### src/rtl/relax_osc_ctrl.sv
// Relaxation oscillator calibration: settle, count osc edges over a gate window, step trim toward a target window.
// Run length = MAX_ITER x (SETTLE_CYCLES + GATE_CYCLES + 1) + 1 clk worst case; start is ignored while busy.
module relax_osc_ctrl #(
    parameter int TRIM_W        = 4,
    parameter int TRIM_INIT     = 8,
    parameter int CNT_W         = 8,
    parameter int GATE_CYCLES   = 16,
    parameter int SETTLE_CYCLES = 4,
    parameter int MAX_ITER      = 4
) (
    input  logic              clk,
    input  logic              rst,
    input  logic              start,
    input  logic              osc_in,
    input  logic [CNT_W-1:0]  target_lo,
    input  logic [CNT_W-1:0]  target_hi,
    output logic              osc_en,
    output logic [TRIM_W-1:0] trim,
    output logic [CNT_W-1:0]  count,
    output logic              busy,
    output logic              done,
    output logic              locked
);

    localparam int PH_MAX = (GATE_CYCLES > SETTLE_CYCLES) ? GATE_CYCLES : SETTLE_CYCLES;
    localparam int PH_W   = $clog2(PH_MAX + 1);
    localparam int IT_W   = $clog2(MAX_ITER + 1);

    localparam logic [TRIM_W-1:0] TRIM_RST    = TRIM_W'(TRIM_INIT);
    localparam logic [TRIM_W-1:0] TRIM_MAX    = '1;
    localparam logic [CNT_W-1:0]  CNT_MAX     = '1;
    localparam logic [PH_W-1:0]   SETTLE_LAST = PH_W'(SETTLE_CYCLES - 1);
    localparam logic [PH_W-1:0]   GATE_LAST   = PH_W'(GATE_CYCLES - 1);
    localparam logic [IT_W-1:0]   ITER_LAST   = IT_W'(MAX_ITER);

    typedef enum logic [2:0] {
        IDLE    = 3'd0,
        SETTLE  = 3'd1,
        MEASURE = 3'd2,
        ADJUST  = 3'd3,
        DONE    = 3'd4
    } state_t;

    state_t            state_q, state_d;
    logic [2:0]        sync_q, sync_d;
    logic [PH_W-1:0]   ph_q, ph_d;
    logic [CNT_W-1:0]  ecnt_q, ecnt_d;
    logic [CNT_W-1:0]  count_q, count_d;
    logic [IT_W-1:0]   iter_q, iter_d;
    logic [TRIM_W-1:0] trim_q, trim_d;
    logic              osc_en_q, osc_en_d;
    logic              locked_q, locked_d;

    logic              edge_pls;
    logic [CNT_W-1:0]  ecnt_inc;
    logic              in_win, step_up, step_dn, at_limit, adj_end;

    // sync_q[1] is the second synchroniser stage, sync_q[2] its one-cycle delayed copy
    assign edge_pls = sync_q[1] & ~sync_q[2];
    assign ecnt_inc = (edge_pls && (ecnt_q != CNT_MAX)) ? ecnt_q + CNT_W'(1) : ecnt_q;

    // Window test has priority, so an empty window (lo > hi) still steps trim up first
    assign in_win   = (count_q >= target_lo) && (count_q <= target_hi);
    assign step_up  = !in_win && (count_q < target_lo);
    assign step_dn  = !in_win && !step_up;
    assign at_limit = (step_up && (trim_q == TRIM_MAX)) || (step_dn && (trim_q == '0));
    assign adj_end  = in_win || at_limit || (iter_q == ITER_LAST);

    always_ff @(posedge clk) begin
        if (rst) begin
            state_q  <= IDLE;
            sync_q   <= '0;
            ph_q     <= '0;
            ecnt_q   <= '0;
            count_q  <= '0;
            iter_q   <= '0;
            trim_q   <= TRIM_RST;
            osc_en_q <= 1'b0;
            locked_q <= 1'b0;
        end else begin
            state_q  <= state_d;
            sync_q   <= sync_d;
            ph_q     <= ph_d;
            ecnt_q   <= ecnt_d;
            count_q  <= count_d;
            iter_q   <= iter_d;
            trim_q   <= trim_d;
            osc_en_q <= osc_en_d;
            locked_q <= locked_d;
        end
    end

    always_comb begin
        state_d = state_q;
        case (state_q)
            IDLE:    if (start) state_d = SETTLE;
            SETTLE:  if (ph_q == SETTLE_LAST) state_d = MEASURE;
            MEASURE: if (ph_q == GATE_LAST) state_d = ADJUST;
            ADJUST:  state_d = adj_end ? DONE : SETTLE;
            DONE:    state_d = IDLE;
            default: state_d = IDLE;
        endcase
    end

    always_comb begin
        sync_d   = {sync_q[1:0], osc_in};
        ph_d     = ph_q;
        ecnt_d   = ecnt_q;
        count_d  = count_q;
        iter_d   = iter_q;
        trim_d   = trim_q;
        osc_en_d = osc_en_q;
        locked_d = locked_q;
        case (state_q)
            IDLE: begin
                ph_d = '0;
                if (start) begin
                    trim_d   = TRIM_RST;
                    locked_d = 1'b0;
                    iter_d   = '0;
                    osc_en_d = 1'b1;
                end
            end
            SETTLE: begin
                ecnt_d = '0;
                ph_d   = (ph_q == SETTLE_LAST) ? '0 : ph_q + PH_W'(1);
            end
            MEASURE: begin
                ecnt_d = ecnt_inc;
                if (ph_q == GATE_LAST) begin
                    ph_d    = '0;
                    count_d = ecnt_inc;
                    iter_d  = iter_q + IT_W'(1);
                end else begin
                    ph_d = ph_q + PH_W'(1);
                end
            end
            ADJUST: begin
                if (in_win)
                    locked_d = 1'b1;
                if (step_up && !at_limit)
                    trim_d = trim_q + TRIM_W'(1);
                if (step_dn && !at_limit)
                    trim_d = trim_q - TRIM_W'(1);
                // A failed run drops the enable so it is already low during DONE
                if (adj_end && !in_win)
                    osc_en_d = 1'b0;
            end
            default: ;
        endcase
    end

    always_comb begin
        busy = (state_q != IDLE);
        done = (state_q == DONE);
    end

    assign osc_en = osc_en_q;
    assign trim   = trim_q;
    assign count  = count_q;
    assign locked = locked_q;

endmodule

### config.mk
export PLATFORM = sky130hd
export DESIGN_NAME = relax_osc_ctrl
export DESIGN_NICKNAME = d
export VERILOG_FILES = /design/src/rtl/relax_osc_ctrl.sv
export SDC_FILE = /design/constraint.sdc
export NUM_CORES = 1
export LEC_CHECK = 0
export CAP_MARGIN = 0
export CORE_AREA = 2 2 77 79
export CTS_BUF_LIST = sky130_fd_sc_hd__clkbuf_8
export DETAILED_ROUTE_END_ITERATION = 7
export DIE_AREA = 0 0 79 81
export PLACE_DENSITY_LB_ADDON = 0.05
export SLEW_MARGIN = 25
export SYNTH_ARGS = -nofsm -noshare
export SYNTH_HDL_FRONTEND = slang
export SYNTH_SLANG_ARGS = --single-unit
export TNS_END_PERCENT = 10
### constraint.sdc
create_clock -name clk -period 8.05 [get_ports clk]
set_input_delay 2.0125 -clock clk [delete_from_list [all_inputs] [get_ports clk]]
set_output_delay 2.0125 -clock clk [all_outputs]
set_load 0.02 [all_outputs]
* Word level (Yosys, flattened, before mapping)
Cells that the tools add are included.
Cells by class: add/subtract/negate cells 5, $lt $le $gt $ge 3, reduce and logical (&&, ||, !) cells 28, mux-type cells 23, bitwise operators 2, eq/ne operators 15
Operators with widths (count):
- 3-bit 2-to-1 mux | 6
- 8-bit case mux with 2 select lines | 1
- 5-bit case mux with 3 select lines | 1
- 3-bit AND reduction | 5
- 4-bit 2-to-1 mux | 3
- 3-bit case mux with 4 select lines | 1
- 5-bit 2-to-1 mux | 2
- 2-bit != test (second input constant) | 5
- 1-bit logical AND | 9
- 8-bit by 1-bit adder with 8-bit output (second input constant) | 1
- 8-bit greater-or-equal comparator | 1
- 8-bit <= comparator | 1
- 8-bit < comparator | 1
- 8-bit 2-to-1 mux | 1
- 8-bit != test (second input constant) | 1
- 4-bit case mux with 2 select lines | 1
- 3-bit by 2-bit equality test with 1-bit output (second input constant) | 2
- 3-bit equality test (second input constant) | 2
- 3-bit case mux with 2 select lines | 1
- 2-bit nonzero test | 3
- 3-bit nonzero test | 2
- 5-bit by 1-bit adder with 5-bit output (second input constant) | 1
- 5-bit by 2-bit equality test with 1-bit output (second input constant) | 1
- 5-bit by 4-bit equality test with 1-bit output (second input constant) | 1
- other kinds (15) | 23
Storage, ports and cells: flip-flop bits (word level) 36, output and inout port bits 16, logic and storage cells 85

* Depth between registers and ports, before layout
depth in word-level cells 13, depth in mapped cells 17

* Worst setup path after synthesis
OpenSTA, ideal clock, no wires.
path kind input to register, start point input target_hi[5], end point register trim_q[3], in the netlist trim[3], arrival time 4.565 ns, setup slack 3.394 ns, stages on the path 16, required time 7.959 ns, buffers on the path 0, setup time 0.091 ns, cells stage by stage inv_1 > ha_1 > a211oi_2 > nor2_1 > and4bb_1 > nor2_2 > nand2_1 > nor2_1 > ha_1 > a21o_1 > a21oi_1 > nor2b_1 > nor3_1 > and3_1 > a41o_1 > a311oi_1
On the way: word-level cells in the longest chain between the ends 12, elaborated cells on any way between the ends 16, those cells by class order compare (1); eq/ne (1); mux (2); reduce/logical (12)
RTL lines:
- start: declaration | RTL line 16 | input logic [CNT_W-1:0] target_hi,
- 8-bit <= comparator (*) | RTL line 63 | assign in_win = (count_q >= target_lo) && (count_q <= target_hi);
- 1-bit logical AND (*) | RTL line 63
- 1-bit zero test (*) | RTL line 64, 65
- 1-bit logical AND | RTL line 64 | assign step_up = !in_win && (count_q < target_lo);
- 1-bit zero test | RTL line 65 | assign step_dn = !in_win && !step_up;
- 1-bit logical AND | RTL line 65
- 1-bit logical AND | RTL line 66 | assign at_limit = (step_up && (trim_q == TRIM_MAX)) || (step_dn && (trim_q == '0));
- 1-bit logical OR | RTL line 66
- 1-bit zero test | RTL line 141, 143
- 1-bit logical AND, on equally long branches | RTL line 141, 143
- 3-bit != test (no source line) or 4-bit 2-to-1 mux (tied branches)
- 3-bit AND reduction (no source line) or 4-bit case mux with 2 select lines (tied branches)
- end signal: assignment | RTL line 87 | trim_q <= trim_d;
- end: declaration | RTL line 50 | logic [TRIM_W-1:0] trim_q, trim_d;
Every way passes the cells marked *; elsewhere a longest branch is shown, timed or not. A chain may end at the register's enable or synchronous reset.

* Worst setup path after layout
Ends and elaborated chain as after synthesis.

==> results.toml <==
[critical_path]
slowest_stage = "clkdlybuf4s50_1"
endpoint_kind = "register"
cp_max_fo = 6
crit_path_start_kind = "input port"
crit_path_max_incr_delay_ns = 0.45
cp.required_ns = 8.25
cp.arrival_ns = 5.35
path_class = "in2reg"
critical_path.cell_chain = "clkdlybuf4s50_1, inv_1, ha_1, a211oi_2, nor2_1, and4bb_1, nor2_2, nand2_1, nor2_1, ha_1, a21o_1, a21oi_1, nor2b_1, nor3_1, and3_1, a41o_1, a311oi_1"

[detailed_routing]
antenna_left = 0
dr.pass1.iters = 4
num_vias = 2099
vias_per_cell = 5.20
post_drt_wl_per_cell_um = 12.6
postRouteWirelength_um = 5070
drt-initial-drc-count = 86
drcViolationCount = 0

[yosys]
synth_top_area_share_pct = 30.0
synth.net_count = 346
yosys_register_bits = 36
synth_ff_type = "dfxtp_1"
seq_area_frac_synth_pct = 30.0
syn_avg_cell_area_um2 = 7.99
synth_cell_type_count = 58
synth_warnings = 0
ys_top_cells_by_count = "36 x dfxtp_1, 29 x nor2_1, 25 x a21oi_1, 25 x inv_1, 24 x ha_1"
synth_edf_count = 0
synth_area_mm2 = 0.00240
netlist_top_cells_area = "dfxtp_1 30%, ha_1 12%, a21oi_1 5.2%"
yosysTopAreaCell = "dfxtp_1"
ys_async_sr_fraction_pct = 0
syn_inst = 301
yosysMostFrequentCell = "dfxtp_1"

[worst_hold_path]
hold_path.class = "reg2reg"

[power]
power.total_w = 0.000354
p_leak_nw = 1.17
power.density_mw_per_mm2 = 123
ir_worst_vdd_mv = 0.0944

[placement]
port_buffers = 35
gp_congestion = 0.820
placed_area_mm2 = 0.00278
hpwlAfterDp_um = 3670

[die]
die_h_um = 81
initial_core_util_pct = 42.4
ios = 36
rows = 28
fp.dieW_um = 79
die-area_mm2 = 0.00640
core-area_mm2 = 0.00568

[cts]
htreeDepth = 2
clock_latency_ns = 0.29
cts_inserted_buffers = 5
clkSinkCount = 36
root_buffer = "clkbuf_8"
clk_pin_slew_ns = 0.07
cts_setup_buffers = 0
clock_path_buffers = 2
hold_buffers = 0
tritoncts = "yes"
postCtsResizedCells = 0

[sta]
fin_tns_setup_ns = 0
post-route-period-util_pct = 64.0
slew_headroom_pct = 50.7
worst_slew_pin_slew_ns = 0.739
slew_violations = 0
rsz0062_at_grt = "false"
fmax_ghz = 0.194
skew_ns = 0.00358
hold_viol = 0
setup_viol = 0
min_period_ns = 5.15

[cells_and_area]
fillers = 566
fin_nets = 373
final_area_mm2 = 0.00288
syn2layout_area_growth_pct = 19.7
drive_above_1_share_pct = 4.86
num_antenna_cells = 0

[grt]
grt_pass1_vias = 1811
overflow = 0
track_usage_pct = 16.4
grt_pass1_wl_um = 8380
grt_max_degree = 38
grt_antenna_before_repair = 0

[outcome]
status = "finished, final reports clean"

[job]
drv_cap = 0
## routing by layer
layer  up-vias  wire, um  track usage (%)
li1       1128         -                -
met1       924      2620             22.4
met2        41      2150             26.3
met3         6       233             2.89
met4         0        64             5.17
met5         -         0                0
## sequential cells by signal, summed over array words and instances (netlist names)
register and cells:
count 8, ecnt_q 8, iter_q 3, locked 1
osc_en 1, ph_q 5, state_q 3, sync_q 3
trim 4
## final timing paths
kind                                        endpoint  slack [ns]                  start  cells past startpoint
worst max register to register  trim[3]$_SDFFE_PP1P_        4.77  count[5]$_SDFFE_PP0P_                     15
worst max-delay path            trim[3]$_SDFFE_PP1P_        2.90           target_hi[5]                     17
worst min register to register  sync_q[1]$_SDFF_PP0_        0.44   sync_q[0]$_SDFF_PP0_                      1
worst min-delay path            sync_q[1]$_SDFF_PP0_        0.44   sync_q[0]$_SDFF_PP0_                      1
## through the flow
| stage | hold slack [ns] | utilization, % | std cells | setup WS, ns |
|---|---|---|---|---|
| CTS | 0.442 | 50.7 | 404 | 2.91 |
| floorplan | 0.414 | - | 301 | 3.39 |
| finish | 0.436 | 50.7 | 404 | 2.90 |
| global placement | 0.417 | 49.1 | 396 | 2.71 |
| detailed placement | 0.424 | 49.1 | 396 | 2.61 |
| global route | 0.467 | 50.7 | 404 | 2.55 |
## worst max-delay path: cells and delay by family
family          cells  cell delay [ns]
simple gates        8             1.40
compound gates      5             0.86
fa+ha+maj           2             0.57
buf+inv             2             0.49
## cell usage in the layout (no fill, tap or decap), drive strengths merged, types with 2 or more instances in the layout
cell and instances:
nor3b 4, a21o 2, nor2 31, xor2 4, and4 3, o41ai 2, ha 24, nand4 5
o31ai 3, a31oi 3, a22oi 2, o21ai 15, clkbuf 6, or3 2, a22o 3, a21oi 25
o211ai 3, xnor2 6, nor3 7, nor2b 12, or2 4, inv 25, and3 9, clkdlybuf4s50 35
a211oi 9, clkinv 2, a311oi 2, nand3 4, dfxtp 36, nand2 22
## layout make-up
class	instances	area (um2)	area share, %
multi-input cells	224	1520	52.8
flip-flops and latches	36	721	25.1
repair buffers	36	358	12.4
inverters	25	93.8	3.26
well taps	75	93.8	3.26
clock buffers	6	82.6	2.87
clock inverters	2	10.0	0.348
## logic make-up after synthesis
kind of cell	Yosys count	share of synthesized area, %
fa+ha+maj	25	13.3
simple gates	109	23.8
mux	1	0.416
flops	36	30.0
compound gates	79	21.9
buf+inv	41	6.87
xor+xnor	10	3.64
## power breakdown
part           switching [W]  total [W]  internal, W
Clock              0.0000663   0.000135    0.0000683
Combinational      0.0000178  0.0000362    0.0000183
Sequential        0.00000336   0.000183     0.000180
Power figures use the tool's default switching activity.
